## src/rtl/bytecode_prefetch.sv

```systemverilog
// Bytecode prefetcher: fetches 32-bit big-endian words into a circular byte
// buffer and presents one byte per pop, tracking the JVM byte PC.
module bytecode_prefetch #(
  parameter int unsigned ADDR_W = 16,
  parameter int unsigned DEPTH  = 8
) (
  input  logic              clk,
  input  logic              reset,
  output logic              mem_rd,
  output logic [ADDR_W-3:0] mem_addr,
  input  logic [31:0]       mem_rdata,
  input  logic              mem_ack,
  output logic [7:0]        iram_data,
  output logic              waiting,
  input  logic              byte_take,
  output logic [ADDR_W-1:0] pc,
  input  logic              redirect,
  input  logic [ADDR_W-1:0] redirect_pc
);

  localparam int unsigned PTR_W = $clog2(DEPTH);
  localparam int unsigned CNT_W = PTR_W + 1;
  localparam int unsigned WA_W  = ADDR_W - 2;

  typedef enum logic [1:0] {S_IDLE, S_REQ, S_DROP} state_t;

  state_t            state_q;
  logic [7:0]        buf_q [DEPTH];
  logic [PTR_W-1:0]  head_q;
  logic [PTR_W-1:0]  tail_q;
  logic [CNT_W-1:0]  count_q;
  logic [WA_W-1:0]   fetch_adr_q;
  logic [1:0]        skip_q;

  logic              push_en;
  logic [2:0]        push_n;
  logic              pop;
  logic [CNT_W-1:0]  space;

  // Per-cycle push/pop decisions; a redirect suppresses both.
  always_comb begin
    push_en = (state_q == S_REQ) && mem_ack && !redirect;
    push_n  = push_en ? (3'd4 - {1'b0, skip_q}) : 3'd0;
    pop     = byte_take && (count_q != '0) && !redirect;
    space   = CNT_W'(DEPTH) - count_q;
  end

  // Byte lanes skip..3 of the returned word land at consecutive tail slots.
  always_ff @(posedge clk) begin
    for (int i = 0; i < 4; i++) begin
      if (push_en && (i >= int'(skip_q)))
        buf_q[tail_q + PTR_W'(i) - PTR_W'(skip_q)] <= mem_rdata[31-8*i -: 8];
    end
  end

  always_ff @(posedge clk or negedge reset) begin
    if (!reset) begin
      state_q     <= S_IDLE;
      head_q      <= '0;
      tail_q      <= '0;
      count_q     <= '0;
      fetch_adr_q <= '0;
      skip_q      <= '0;
      pc          <= '0;
      mem_rd      <= 1'b0;
      mem_addr    <= '0;
    end else if (redirect) begin
      count_q     <= '0;
      head_q      <= tail_q;
      pc          <= redirect_pc;
      fetch_adr_q <= redirect_pc[ADDR_W-1:2];
      skip_q      <= redirect_pc[1:0];
      // An outstanding request must still complete; its data is stale.
      if (state_q != S_IDLE && mem_ack) begin
        state_q <= S_IDLE;
        mem_rd  <= 1'b0;
      end else if (state_q == S_REQ) begin
        state_q <= S_DROP;
      end
    end else begin
      count_q <= count_q + CNT_W'(push_n) - CNT_W'(pop);
      if (pop) begin
        head_q <= head_q + PTR_W'(1);
        pc     <= pc + ADDR_W'(1);
      end
      case (state_q)
        S_IDLE: begin
          if (space >= CNT_W'(4)) begin
            state_q  <= S_REQ;
            mem_rd   <= 1'b1;
            mem_addr <= fetch_adr_q;
          end
        end
        S_REQ: begin
          if (mem_ack) begin
            tail_q      <= tail_q + PTR_W'(push_n);
            skip_q      <= '0;
            fetch_adr_q <= fetch_adr_q + WA_W'(1);
            mem_rd      <= 1'b0;
            state_q     <= S_IDLE;
          end
        end
        S_DROP: begin
          if (mem_ack) begin
            mem_rd  <= 1'b0;
            state_q <= S_IDLE;
          end
        end
        default: state_q <= S_IDLE;
      endcase
    end
  end

  assign waiting   = (count_q == '0);
  assign iram_data = waiting ? 8'h00 : buf_q[head_q];

endmodule

```

## config.mk

```make
export PLATFORM = sky130hd
export DESIGN_NAME = bytecode_prefetch
export DESIGN_NICKNAME = d
export VERILOG_FILES = /design/src/rtl/bytecode_prefetch.sv
export SDC_FILE = /design/constraint.sdc
export NUM_CORES = 1
export LEC_CHECK = 0
export CORE_MARGIN = 1.5
export CORE_UTILIZATION = 45
export DETAILED_ROUTE_END_ITERATION = 16
export PLACE_DENSITY = 0.66
export SYNTH_ARGS = -nofsm -noshare
export SYNTH_HDL_FRONTEND = slang
export SYNTH_SLANG_ARGS = --single-unit
```

## constraint.sdc

```tcl
create_clock -name clk -period 3.4 [get_ports clk]
set_input_delay 0.68 -clock clk [delete_from_list [all_inputs] [get_ports clk]]
set_output_delay 0.68 -clock clk [all_outputs]
set_load 0.1 [all_outputs]
```

==> qor.txt, run 1 <==
Vert. Die Dim - 136.6 um
# Max-Cap Violations - 0
Initial Utilization - 46.28%
Worst-Skew Late Latency - 420 ps
TritonCTS clock tree - built
Die X - 136.6 um
Core Box Area - 17360 um^2
Design Power - 8313 uW
Fin Clk Skew - 11.83 ps
Via count - 6708
Number of global-route vias before repair - 6565
Post-synth EDFFs - 64
Data required, critical path - 3520 ps
Met1 Track Usage GR - 35.77%
Port Buffers - 92
Max VDD drop - 1.172 mV
Synth top cells by count - mux2i_1, edfxtp_1, dfrtp_1, o21ai_0, a22oi_1
Clk pwr share - 19.9%
Syn. warnings - 0
Post-Syn Area - 8033 um^2
Distinct cells, synth - 61
CP Max Fanout - 10
First-pass GRT wire length - 36.60 mm
Status - finished, final reports clean
Largest net degree at the start of global routing - 50
Clock transition at path regs - 60 ps
CP arrival - 3190 ps
Setup bufs post-CTS - 0
Fill cells - 1421
Hold Path Class - in2async
Most frequent cell after synthesis - mux2i_1
P per Cell Area - 862.1 nW/um^2
Num ports - 93
Setup TNS - 0 ps
Layout Nets - 900
Setup Slack @ Placement - 261.1 ps
Top_reg_cell synth - edfxtp_1
Final Hold Vio Count - 0
Final WL - 23.50 mm
Internal Power - 4302 uW
Combinational power share - 53.6%
Flop2flop setup slack - 330 ps
Final HPWL DP - 17.55 mm
Worst setup path class - reg2reg
Crit. End Element - register
Starting DRT DRC Count - 690
CP Launch Type - register
Via/cell ratio - 6.328
Net switching power - 4012 uW
Pins Over Slew Limit - 0
Post-CTS Resized - 0
DRT antenna net count - 0
Gr ovfl total - 0
DRC - 0
Met3 Track Usage GR - 6.444%
Number of clock sinks - 123
Mapped Cells - 755
H-tree depth - 4
Layout cells sized above 1 - 17.37%
Clk buf depth - 2
Final period util - 90.28%
Synth area leaders - edfxtp_1, dfrtp_1, mux2i_1
Sequential share of power - 26.5%
Sw Ratio - 48.26%
Worst r2r src - tail_q[0]
CTS Hold Bufs - 0
GRT Total Usage - 26.19%
Layout area overhead - 20.05%
Async set-reset flop share out of synthesis - 47.97%
Placed instance count - 1028
DR WL/cell - 22.17 um
Least-Margin Pin Slew - 1085 ps
Syn_nets - 833
Post-route insts no fill - 1060
RSZ-0062 raised after global routing - false
Die area - 18660 um^2
Initial antenna violation count - 0
# rows - 48
FMAX - 325.8 MHz
Worst setup slack after layout - 330.5 ps
DRT Pass-1 Iters - 6
Tmin final - 3069 ps
Total CTS buffers - 17
Share of the synthesized area in the top cell type - 23.93%
Syn Area/Cell - 10.64 um^2
Clk root buf - clkbuf_16
RePlAce Congestion - 0.9478
GRT busiest layer - met2
Slew margin rel. - 27.70%
Most area-hungry cell type in the Yosys netlist - edfxtp_1
M2 GR Usage - 40.90%
# setup viols final - 0
Leakage power - 0.003783 uW
Register area share after synthesis - 42.31%
#FFs+latches synth - 123
Worst Setup SP - tail_q[0]
Ant. Diodes - 0
==> metal layers <==
layer  wire length, um  up-vias
met5                 0        -
met4               404        0
met3              2362       54
met2             10900      386
met1              9830     3283
li1                  -     2985
==> power by group through the flow <==
stage	registers, uW	clock network, uW	logic, uW
global route	2240	1740	4700
detailed placement	2230	0	4420
finish	2200	1650	4460
floorplan	2970	0	2530
CTS	2200	1670	4430
global placement	2210	0	4360
==> cell families after synthesis <==
family,share of synthesized area (%)
XOR/XNOR,4.922
multiplexers,17.43
flip-flops,42.31
adder cells (fa/ha/maj),4.174
AO/OA/AOI/OAI,13.74
AND/OR/NAND/NOR,12.34
buffers and inverters,5.093
==> metrics by stage <==
step / utilization, % / hold slack [ps] / cell area, um^2
after CTS: 55.56 / 502.7 / 9643
after global routing: 55.56 / 520.5 / 9643
after global placement: 52.47 / 489.4 / 9106
after detailed placement: 52.47 / 496.2 / 9106
after floorplan: - / 384.4 / 8033
final: 55.56 / 457.3 / 9643
==> critical path, cell delays in order, from the launching register on <==
cell and delay [ps]:
dfrtp_1 410, inv_1 90, ha_1 230, fa_1 740
and4b_1 390, and3_1 370, nor2_1 160, o311ai_1 130
buf_4 240
==> flip-flops by register name (all words and copies together), names as in the netlist <==
register     cells
state_q          2
count_q          4
fetch_adr_q     14
mem_rd           1
skip_q           2
tail_q           3
head_q           3
buf_q           64
mem_addr        14
pc              16
==> cell type report <==
type / instances / area (um^2) / share of cell area [%]
clock buffer: 20 / 436.7 / 4.528
clock inverter: 12 / 100.1 / 1.038
inverter: 29 / 108.9 / 1.129
multi-input combinational: 533 / 4257 / 44.14
sequential: 123 / 3398 / 35.24
tap: 225 / 281.5 / 2.919
timing repair buffer: 118 / 1061 / 11.00
==> final timing paths <==
| check | to | depth (start not counted) |
|---|---|---|
| max | buf_q[7][3] | 8 |
| min | pc[13] | 1 |
| max reg2reg | buf_q[7][3] | 8 |
| min reg2reg | mem_addr[12] | 1 |
| max in group asynchronous | mem_addr[8] | 2 |
| min in group clk | mem_addr[12] | 1 |
==> cells in the final DEF (no fill, tap or decap), drive strengths merged, types with 30 or more instances in the layout <==
cell type / n
inv: 30
a21oi: 32
a22oi: 42
nand2: 34
mux2i: 78
o21ai: 56
edfxtp: 64
dfrtp: 59
clkdlybuf4s50: 61
buf: 57
nor2: 39
Note: power is estimated with default switching activity, not from simulation.
==> inputs of run 2 (changes only) <==
--- a/config.mk
+++ b/config.mk
@@ -5,10 +5,11 @@
 export SDC_FILE = /design/constraint.sdc
 export NUM_CORES = 1
 export LEC_CHECK = 0
-export CORE_MARGIN = 1.5
+export ABC_AREA = 1
+export CORE_MARGIN = 10
 export CORE_UTILIZATION = 45
 export DETAILED_ROUTE_END_ITERATION = 16
-export PLACE_DENSITY = 0.66
+export DONT_BUFFER_PORTS = 1
 export SYNTH_ARGS = -nofsm -noshare
 export SYNTH_HDL_FRONTEND = slang
 export SYNTH_SLANG_ARGS = --single-unit
==> run 2 against run 1 <==
Die area rose by 34%. Power up 6.9%. Design area grew 0.96%. Critical path depth fell by 2. Largest cell class unchanged. Combinational power fell by 7.6%. Sequential cell count unchanged. Sequential share of layout area fell by 0.34 points. Clock skew fell by 1.1 ps. Synthesized area grew 6.8%. Setup slack lost 130 ps.
==> qor.txt, run 2 <==
Max incr delay on CP - 670 ps
# rows - 50
Via/cell ratio - 5.503
Top_reg_cell synth - edfxtp_1
CP Max Fanout - 17
Post-route insts no fill - 1505
Multi-input logic area - 4373 um^2
Crit path buffers/inverters - 2
RSZ-0062 raised after global routing - false
Worst setup slack after layout - 203.2 ps
XOR/XNOR share of the synthesized area - 1.532%
Largest net degree at the start of global routing - 60
TritonCTS clock tree - built
Die X - 158.1 um
Syn_nets - 1320
Initial Utilization - 45.86%
Core Box Area - 18710 um^2
Vert. Die Dim - 158.1 um
Layout area overhead - 13.49%
GRT Total Usage - 23.93%
Worst setup path class - reg2out
Final HPWL DP - 22.47 mm
Setup TNS - 0 ps
Regs by FF count - buf_q: 64 flops, pc: 16 flops
FMAX - 312.8 MHz
Register area share after synthesis - 39.61%
H-tree depth - 4
Fin util - 52.05%
Fill cells - 1863
Synth top cells by count - nand2_1, nor2_1, inv_1, o21ai_0, nand3_1
Hold Path Class - in2async
Syn Area/Cell - 6.907 um^2
Pins Over Slew Limit - 0
Final Hold Vio Count - 0
Most area-hungry cell type in the Yosys netlist - edfxtp_1
Num ports - 93
Number of global-route vias before repair - 7996
Clk root buf - clkbuf_16
Max VDD drop - 0.6731 mV
Leakage power - 0.004508 uW
Ant. Diodes - 0
Tmin final - 3197 ps
Crit. End Element - output pin
DRT Pass-1 Iters - 6
Clock transition at path regs - 60 ps
Placed instance count - 1472
Worst-path cell chain - inv_1 > nor2_1 > o32ai_1 > nor2_1 > nor2_2 > buf_12
Reg with most FFs - buf_q
Flip-flop count of the largest register after layout - 64
# setup viols final - 0
Post-synth EDFFs - 64
P per Cell Area - 913.1 nW/um^2
Starting DRT DRC Count - 764
Total CTS buffers - 17
Final period util - 94.02%
#FFs+latches synth - 123
Least-Margin Pin Slew - 1021 ps
Main combinational cell family by area after synthesis - simple AND/OR/NAND/NOR gates
Post-CTS Resized - 0
DRT antenna net count - 0
Number of clock sinks - 123
Most common cell on crit path - nor2_1
Gr ovfl total - 0
Fin Clk Skew - 10.68 ps
Setup bufs post-CTS - 0
Post-Syn Area - 8578 um^2
Slew margin rel. - 31.95%
Final WL - 29.52 mm
Most frequent cell after synthesis - nand2_1
Design Power - 8890 uW
Worst-Skew Late Latency - 440 ps
Layout cells sized above 1 - 8.733%
Delay-heaviest family, CP - buffers and inverters
Distinct cells, synth - 41
Die area - 24980 um^2
DRC - 0
Via count - 8282
Mux share of post-synthesis cell area - 0%
Setup Slack @ Placement - 480.7 ps
Status - finished, final reports clean
Share of the synthesized area in the top cell type - 22.40%
Simple-Gate Fraction of Synth Area - 32.61%
Cell at the slowest stage of the critical path - o32ai_1
CP Launch Type - register
DR WL/cell - 19.61 um
# Max-Cap Violations - 0
CP arrival - 2520 ps
Mapped Cells - 1242
Most frequent cells in the layout - nand2_1, nor2_1, inv_1, o21ai_0, nand3_1
Layout Nets - 1336
Port Buffers - 0
Post-synthesis adder-cell area fraction - 3.909%
Initial antenna violation count - 0
Data required, critical path - 2720 ps
Async set-reset flop share out of synthesis - 47.97%
RePlAce Congestion - 1.017
First-pass GRT wire length - 45.53 mm
Most common cell after layout, fill and taps aside - nand2_1
Synth Area in Compound Gates - 12.69%
Clk buf depth - 2
Synth area leaders - edfxtp_1, dfrtp_1, nand2_1
Syn. warnings - 0
Sequential cell area - 3398 um^2
[run 2: cells by family after synthesis]
logic type	after synthesis
compound gates	200
xor+xnor	15
fa+ha+maj	25
buf+inv	208
flops	123
simple gates	671
[run 2: where the power goes]
| group | internal, uW | switching [uW] | total, uW |
|---|---|---|---|
| combinational | 1170 | 2950 | 4120 |
| clock | 1250 | 765 | 2020 |
| sequential | 1840 | 913 | 2760 |
[run 2: path summary, 6_finish.rpt]
path                       startpoint            to  slack (ps)  cells after the start
max                         head_q[0]  iram_data[6]         200                      6
min                             reset  mem_addr[10]         110                      1
max reg2reg                 tail_q[1]   buf_q[4][0]         440                      8
min reg2reg                     pc[0]         pc[0]         520                      1
max in group asynchronous       reset         pc[0]        3030                      1
min in group clk             redirect    count_q[1]         300                      1
[run 2: area by class of cell]
cell class | instances | share of cell area [%]
clock buffer | 21 | 5.282
clock inverter | 11 | 1.414
inverter | 171 | 6.619
multi-input combinational | 911 | 44.92
sequential | 123 | 34.91
tap | 234 | 3.007
timing repair buffer | 34 | 3.856
[run 2: routing by layer]
layer  share of wire, %  wire length [um]  global-route usage, %  vias to the layer above
met3                 10              3059                  6.730                       49
met2                 48             14240                  40.25                      382
li1                   -                 -                      -                     4042
met5                  0                 0                      0                        -
met1                 38             11300                  28.47                     3809
met4                3.1               919                  8.999                        0
[run 2: metrics by stage]
| step | area, um^2 | hold WS (ps) |
|---|---|---|
| floorplan | 8578 | 384.4 |
| global placement | 9056 | 386.3 |
| detailed placement | 9056 | 386.4 |
| CTS | 9736 | 121.5 |
| global route | 9736 | 112.8 |
| finish | 9736 | 107.8 |
[run 2: worst reg2reg max path, cell delays in order, from the launching register on]
cell and delay, ps:
dfrtp_1 390, inv_1 110, ha_1 330, ha_1 460, clkinv_1 300, nand3_1 240
nor2_1 140, nor2_2 280, nand3_1 360
[run 2: timing repair]
| item | CTS | global route |
|---|---|---|
| hold buffers | 1 | 0 |
| hold endpoints to repair | 59 | 0 |
| endpoints found under the setup margin | 0 | 0 |
